$ cat src/rtl/fadd_issue_q.sv
// fadd_issue_q: credit-limited issue/collect shell around a fixed-latency pipelined adder
module fadd_issue_q #(
    parameter int LAT   = 3,
    parameter int DEPTH = 8
) (
    input  logic        clk,
    input  logic        rstn,
    input  logic        in_valid,
    output logic        in_ready,
    input  logic [31:0] in_a,
    input  logic [31:0] in_b,
    output logic [31:0] fa_x1,
    output logic [31:0] fa_x2,
    input  logic [31:0] fa_y,
    input  logic        fa_ovf,
    output logic        out_valid,
    input  logic        out_ready,
    output logic [31:0] out_y,
    output logic        out_ovf,
    output logic        ovf_sticky,
    input  logic        ovf_clr,
    output logic        busy
);
    localparam int AW = $clog2(DEPTH);

    logic [LAT:0]  vld_q, vld_d;
    logic [AW-1:0] wp_q, rp_q;
    logic [AW:0]   cnt_q, cnt_d;
    logic [31:0]   x1_q, x2_q;
    logic          sticky_q;
    logic [32:0]   mem_q [DEPTH];
    logic [32:0]   head;
    logic          acc, wr, rd;

    // Credits count every pair already accepted but not yet popped, so the FIFO can never overflow;
    // rstn gates it so nothing is offered while reset is held.
    assign in_ready   = rstn && (int'(cnt_q) + $countones(vld_q) < DEPTH);
    assign out_valid  = cnt_q != '0;
    assign head       = mem_q[rp_q];
    assign out_y      = out_valid ? head[32:1] : '0;
    assign out_ovf    = out_valid ? head[0] : 1'b0;
    assign fa_x1      = x1_q;
    assign fa_x2      = x2_q;
    assign ovf_sticky = sticky_q;
    assign busy       = |vld_q || out_valid;

    // Handshake decode and next-state for the in-flight tracker and occupancy
    always_comb begin
        acc   = in_valid && in_ready;
        wr    = vld_q[LAT];
        rd    = out_valid && out_ready;
        vld_d = {vld_q[LAT-1:0], acc};
        cnt_d = cnt_q + (AW+1)'(wr) - (AW+1)'(rd);
    end

    // Operand registers, in-flight shift register, FIFO pointers and sticky overflow
    always_ff @(posedge clk or negedge rstn) begin
        if (!rstn) begin
            x1_q     <= '0;
            x2_q     <= '0;
            vld_q    <= '0;
            wp_q     <= '0;
            rp_q     <= '0;
            cnt_q    <= '0;
            sticky_q <= 1'b0;
        end else begin
            if (acc) begin
                x1_q <= in_a;
                x2_q <= in_b;
            end
            vld_q    <= vld_d;
            wp_q     <= wr ? wp_q + AW'(1) : wp_q;
            rp_q     <= rd ? rp_q + AW'(1) : rp_q;
            cnt_q    <= cnt_d;
            sticky_q <= (wr && fa_ovf) ? 1'b1 : (ovf_clr ? 1'b0 : sticky_q);
        end
    end

    // Result storage; contents are don't-care until written, so no reset is needed
    always_ff @(posedge clk) begin
        if (wr) mem_q[wp_q] <= {fa_y, fa_ovf};
    end
endmodule
$ cat config.mk
export PLATFORM = sky130hd
export DESIGN_NAME = fadd_issue_q
export DESIGN_NICKNAME = d
export VERILOG_FILES = /design/src/rtl/fadd_issue_q.sv
export SDC_FILE = /design/constraint.sdc
export NUM_CORES = 1
export LEC_CHECK = 0
export ABC_AREA = 1
export CAP_MARGIN = 5
export CORE_ASPECT_RATIO = 0.5
export CORE_MARGIN = 5
export CORE_UTILIZATION = 33
export DETAILED_ROUTE_END_ITERATION = 16
export REMOVE_ABC_BUFFERS = 1
export SETUP_SLACK_MARGIN = 0.5
export SYNTH_ARGS = -nofsm -noshare
export SYNTH_HDL_FRONTEND = slang
export SYNTH_SLANG_ARGS = --single-unit
$ cat constraint.sdc
create_clock -name clk -period 3.4 [get_ports clk]
set_input_delay 0.85 -clock clk [delete_from_list [all_inputs] [get_ports clk]]
set_output_delay 0.85 -clock clk [all_outputs]
set_load 0.05 [all_outputs]
==> run metrics, run 1 <==
Final Hold Fails=0; leading cell types in the layout, fill and taps excluded=edfxtp_1 (264), nand2_1 (184), clkdlybuf4s50_1 (164); clock power share=0.180; status=finished clean; Worst EP required=2550 ps; Top cell by count, worst path=nand2_1; Multi-input gate area=3920 sq um; Yosys top cell by area=edfxtp_1; first-pass GRT wire length=60.8 mm; worst rel slew slack=0.528; Clock transition at path regs=60 ps; # setup viols final=0; Via Count=10265; Avg Cell Area, Syn=11.9 sq um; I/O Buffers=202; GR Util met1=0.222; clock root cell=clkbuf_16; Setup Crit Path Kind=reg2out; Ys Warns=0; worst-path cell chain=fa_1, ha_1, nand2_1, nand2_1, nand2_1, nand2_1, nand2_1, nand2_2, nand2_2, inv_2, buf_12; Post-DRT Antenna Nets=0; M2 GR Usage=0.279; initial antenna violation count=0; final WL=41.0 mm; H-tree depth=2; CTS tree=done; count of cell types in the netlist=26; Flop pwr share=0.263; ranking of synthesized cells by area=edfxtp_1 (57%), dfrtp_1 (14%), nor2_1 (6.5%); Initial Utilization=0.332; PD cells=1060 nW/um^2; CP Capture Type=output port; worst skew pair latency=540 ps; combinational share of power=0.557; Pins Over Slew Limit=0; I/O pins=203; Final nets=1552; DR WL/cell=20.4 microns; Netlist Area Pre-Place=13900 sq um; layout cell share with drive strength beyond 1=0.223; Layout Skew=31.3 ps; # fillers=3534; most common cell after layout, fill and taps aside=edfxtp_1; net switching fraction of the power=0.427; worst-path fanout max=2; Antenna Cells=0; vias per std cell=5.10; P_int=0.0120 W; storage element area=9910 sq um; sw power=0.00898 W; max cap viols=0; row cnt=53; Pre-Repair DR Iteration Count=5; die area=46500 sq um; CP peak stage delay=480 ps; CP startpoint kind=flop; DRC=0; largest net degree at the start of global routing=66; slew at the pin with the worst max-slew slack=708 ps; min cycle time layout=3220 ps; sequential area share after synthesis=0.714; worst-path cell with the longest stage delay=fa_1; total chip power=0.0210 W; RSZ-0062 raised after global routing=yes; clock sinks=343; synth-to-layout area growth=43.0%; Die Wd=300 microns; total track usage=0.167; crit share post-route=0.947; Die Height=155 microns; number of global-route vias before repair=10577; post-route setup TNS=0 ps; crit path DAT=2370 ps; hpwl dp=21.2 mm; met3 usage=0.0290; post-synthesis register bit count=343; grt ovf=0; Hold WS=372 ps; worst vdd ir=0.569 mV; core area=41800 sq um; Synth Instances=1167; Tightest Hold Check Type=in2async; Leakage=7.50 nW; top-area cell type share of the netlist area=0.571; CTS Buf Count=35; drt first-iter violations=777; Fmax=311 MHz; final RePlAce weighted congestion=0.745; CTS Buffer Depth=3; GRT busiest layer=met2
==> synthesized netlist by cell type, drive strengths merged <==
library cell / count
o22ai: 33
ha: 11
edfxtp: 264
xnor2: 3
inv: 24
clkinv: 1
fa: 2
nand3: 4
o211ai: 33
nand4: 64
nand2: 186
dfrtp: 79
o21ai: 135
xor2: 2
a21oi: 2
nor2: 242
buf: 44
or2: 1
clkbuf: 37
==> final timing paths <==
kind / from / end / slack, ps / cells past startpoint
max in group asynchronous: rstn / fa_x2[30] / 2070 / 3
worst min-delay path: rstn / ovf_sticky / 370 / 2
min in group clk: vld_q[2] / vld_q[3] / 430 / 0
worst min register to register: vld_q[2] / vld_q[3] / 430 / 0
worst max register to register: vld_q[3] / fa_x1[28] / 450 / 13
worst max-delay path: vld_q[3] / in_ready / 180 / 11
==> cells by family after synthesis <==
group                      after synthesis  synth area share
buffers and inverters                  106            0.0410
and+or+nand+nor                        497             0.147
xor gates and xnor gates                 5           0.00316
adders and majority gates               13            0.0128
DFF                                    343             0.714
AOI/OAI and AO/OA                      203            0.0824
==> stage by stage <==
stage                     area, sq um  setup slack (ps)  std cells   util
after global placement          16500               456       1871  0.394
after global routing            19800              39.7       2012  0.475
after detailed placement        16500               414       1871  0.394
final                           19800               181       2012  0.475
after CTS                       19200               137       1995  0.460
after floorplan                 13400             -1600       1086      -
==> layout make-up <==
| class | count | share of cell area |
|---|---|---|
| clock buffer | 46 | 0.0462 |
| clock inverter | 16 | 0.00933 |
| inverter | 25 | 0.00612 |
| multi-input combinational | 718 | 0.197 |
| sequential | 343 | 0.500 |
| tap | 550 | 0.0347 |
| timing repair buffer | 311 | 0.204 |
| timing repair inverter | 3 | 0.00315 |
==> metal layers <==
metal	part of all wire	vias to the layer above	routed length, microns
met1	0.42	5131	17200
met5	0	-	0
met4	0.027	0	1130
met2	0.49	349	20100
li1	-	4703	-
met3	0.061	82	2500
==> flip-flops by register name, summed over array words and instances (netlist names) <==
register / flops
vld_q: 4
fa_x2: 32
wp_q: 3
fa_x1: 32
cnt_q: 4
mem_q: 264
ovf_sticky: 1
rp_q: 3
==> power groups by stage <==
stage	clock, W	sequential, W	combinational [W]
detailed placement	0	0.00562	0.00810
CTS	0.00387	0.00553	0.0108
floorplan	0	0.00697	0.00375
global route	0.00405	0.00559	0.0123
finish	0.00379	0.00552	0.0117
global placement	0	0.00561	0.00799
==> timing repair <==
item / in CTS / in global routing
resized for setup: 190 / 119
cloned: 31 / 7
setup buffers: 31 / 10
hold endpoints to repair: 0 / 0
setup endpoints to repair: 77 / 99
hold buffers: 0 / 0
pin swaps: 87 / 102
==> worst max-delay path: cells and delay by family, from the launching register on <==
| family | cells | cell delay, ps |
|---|---|---|
| flip-flops | 1 | 420 |
| adder cells (fa/ha/maj) | 2 | 760 |
| buffers and inverters | 2 | 200 |
| AND/OR/NAND/NOR | 7 | 480 |
Power figures use the tool's default switching activity.
==> run 2, diff against run 1 <==
--- a/config.mk
+++ b/config.mk
@@ -9,10 +9,13 @@
 export CAP_MARGIN = 5
 export CORE_ASPECT_RATIO = 0.5
 export CORE_MARGIN = 5
-export CORE_UTILIZATION = 33
+export CORE_UTILIZATION = 54
+export CTS_CLUSTER_SIZE = 12
 export DETAILED_ROUTE_END_ITERATION = 16
+export PLACE_DENSITY = 0.79
 export REMOVE_ABC_BUFFERS = 1
 export SETUP_SLACK_MARGIN = 0.5
 export SYNTH_ARGS = -nofsm -noshare
 export SYNTH_HDL_FRONTEND = slang
 export SYNTH_SLANG_ARGS = --single-unit
+export TNS_END_PERCENT = 1
==> run 2 against run 1 <==
Total power decreased by 19%. Sequential power barely moved. Setup slack better by 17 ps. Combinational power shrank 30%. Clock power down 11%. Sequential share of layout area grew 7.9 points. Global-route usage rose by 5.9 points. Maximum frequency is 0.52% higher. Register-to-register slack better by 240 ps. Worst hold slack better by 55 ps. Utilization up 20 points. Cell count is 15% lower. Highest routed layer unchanged.
==> run metrics, run 2 (synthesis results as in run 1) <==
max cap viols=0 (unchanged); crit path DAT=2350 ps (-20 ps); Pre-Repair DR Iteration Count=5 (unchanged); min cycle time layout=3200 ps (-16.7 ps); Pins Over Slew Limit=0 (unchanged); CP delay by family, top=adder cells; post-place setup slack=547 ps (+133 ps); layout cell share with drive strength beyond 1=0.0910 (-0.132); H-tree depth=2 (unchanged); worst skew pair latency=520 ps (-20 ps); status=finished clean; final WL=34.0 mm (-17%); Final Hold Fails=0 (unchanged); hpwl dp=18.5 mm (-13%); synth-to-layout area growth=23.5%; core area=25200 sq um (-40%); DR WL/cell=19.9 microns (-2.2%); Hold WS=427 ps (+54.7 ps); worst vdd ir=0.553 mV (-2.9%); area of placed instances=16100 sq um (-2.4%); initial antenna violation count=0 (unchanged); vias per std cell=5.72 (+12%); # hold bufs at CTS=0 (unchanged); Die Wd=237 microns (-21%); Leakage=6.51 nW (-13%); Fmax=312 MHz (+0.52%); Worst EP required=2550 ps (about the same); fin worst setup slack=198 ps (+16.7 ps); slew at the pin with the worst max-slew slack=1000 ps (+295 ps); I/O pins=203 (unchanged); largest net degree at the start of global routing=135 (+100%); PD cells=995 nW/um^2 (-6.1%); Post-DRT Antenna Nets=0 (unchanged); largest register by flop count=mem_q; number of global-route vias before repair=10152 (-4.0%); Layout Skew=11.7 ps (-19.6 ps); Top cell by count, worst path=nand2_1; CTS Buf Count=34 (-2.9%); CP startpoint kind=flop; DRC=0 (unchanged); first-pass GRT wire length=52.7 mm (-13%); Layout Cell Area excl Fill=17100 sq um (-14%); CTS tree=done; grt ovf=0 (unchanged); crit share post-route=0.942 (-0.00491); worst-path cell chain=fa_1, ha_1, nand2_1, nand2_1, nand2_1, nand2_2, a21oi_4, nand2_1, inv_2, buf_12; Clock transition at path regs=60 ps (about the same); Crit path buffers/inverters=2 (unchanged); Initial Utilization=0.550 (+0.218); worst rel slew slack=0.331 (-0.197); CP peak stage delay=550 ps (+70 ps); clock sinks=343 (unchanged); Final nets=1467 (-5.5%); Die Height=123 microns (-20%); # setup viols final=0 (unchanged); die area=29200 sq um (-37%); Via Count=9756 (-5.0%); drt first-iter violations=979 (+26%); Tightest Hold Check Type=reg2reg; final RePlAce weighted congestion=0.812 (+9.0%); most common cell after layout, fill and taps aside=edfxtp_1; max reg flops=264 (unchanged); row cnt=41 (-23%); total track usage=0.226 (+0.0590); CP Capture Type=output port; worst-path fanout max=2 (unchanged); Antenna Cells=0 (unchanged); clock root cell=clkbuf_16; CTS Buffer Depth=3 (unchanged); leading cell types in the layout, fill and taps excluded=edfxtp_1 (264), nor2_1 (234), nand2_1 (183); RSZ-0062 raised after global routing=yes; I/O Buffers=202 (unchanged); worst-path cell with the longest stage delay=fa_1; Setup Crit Path Kind=reg2out
-- run 2: cell types whose count changed in the layout (fill, tap and decap cells not counted), sizes merged --
cell           delta
bufinv            -3
buf              -77
bufbuf            +1
clkinvlp          -3
clkdlybuf4s50     +1
clkbuf            -6
inv               -1
dlygate4sd2       -1
clkinv           -10
-- run 2: per-stage QoR --
stage	util	TNS (ps)	total power, W	cells
finish	0.679	0	0.0170	1707
global placement	0.636	0	0.0133	1653
CTS	0.677	0	0.0170	1704
floorplan	-	-113940	0.0107	1086
global route	0.679	0	0.0179	1707
detailed placement	0.636	0	0.0135	1653
-- run 2: worst register-to-register path, delay by kind of cell, from the launching register on --
family,cells,cell delay [ps]
flops,1,400
buf+inv,3,710
fa+ha+maj,2,770
compound gates,1,130
simple gates,6,620
-- run 2: worst paths after layout --
| kind | from | end | slack (ps) | cells past startpoint |
|---|---|---|---|---|
| worst max register to register | vld_q[0] | fa_x1[5] | 690 | 12 |
| min in group asynchronous | rstn | fa_x2[1] | 600 | 2 |
| worst min register to register | vld_q[2] | vld_q[3] | 430 | 0 |
| worst max-delay path | vld_q[0] | in_ready | 200 | 10 |
| max in group asynchronous | rstn | rp_q[0] | 2060 | 2 |
| worst min-delay path | vld_q[2] | vld_q[3] | 430 | 0 |
-- run 2: timing repair --
item | in CTS | in global routing
resized for setup | 6 | 5
endpoints found under the setup margin | 36 | 36
setup buffers | 3 | 2
cloned | 1 | 1
pin swaps | 3 | 3
-- run 2: cell type report --
| class | count | area, sq um |
|---|---|---|
| timing repair buffer | 230 | 2260 |
| sequential | 343 | 9910 |
| clock buffer | 45 | 923 |
| multi-input combinational | 718 | 3480 |
| inverter | 25 | 103 |
| clock inverter | 2 | 32.5 |
| tap | 344 | 430 |
| fill | 1767 | 8100 |
-- run 2: power by group --
group / switching, W / leakage, nW / internal (W)
registers: 0.000395 / 3.36 / 0.00512
logic: 0.00572 / 2.68 / 0.00245
clock network: 0.00147 / 0.463 / 0.00189
total: 0.00758 / 6.51 / 0.00946
-- run 2: per-layer routing --
layer / up-vias / GRT usage / part of all wire
met5: - / 0 / 0
met4: 0 / 0.0670 / 0.018
met3: 63 / 0.0620 / 0.088
met2: 421 / 0.378 / 0.49
met1: 4789 / 0.295 / 0.41
li1: 4483 / - / -
==> run 3, diff against run 2 <==
--- a/config.mk
+++ b/config.mk
@@ -12,6 +12,7 @@
 export CORE_UTILIZATION = 54
 export CTS_CLUSTER_SIZE = 12
 export DETAILED_ROUTE_END_ITERATION = 16
+export HOLD_SLACK_MARGIN = 0.03
 export PLACE_DENSITY = 0.79
 export REMOVE_ABC_BUFFERS = 1
 export SETUP_SLACK_MARGIN = 0.5
==> results of run 3 <==
Final layout, timing and power as in run 2 (identical DEF).
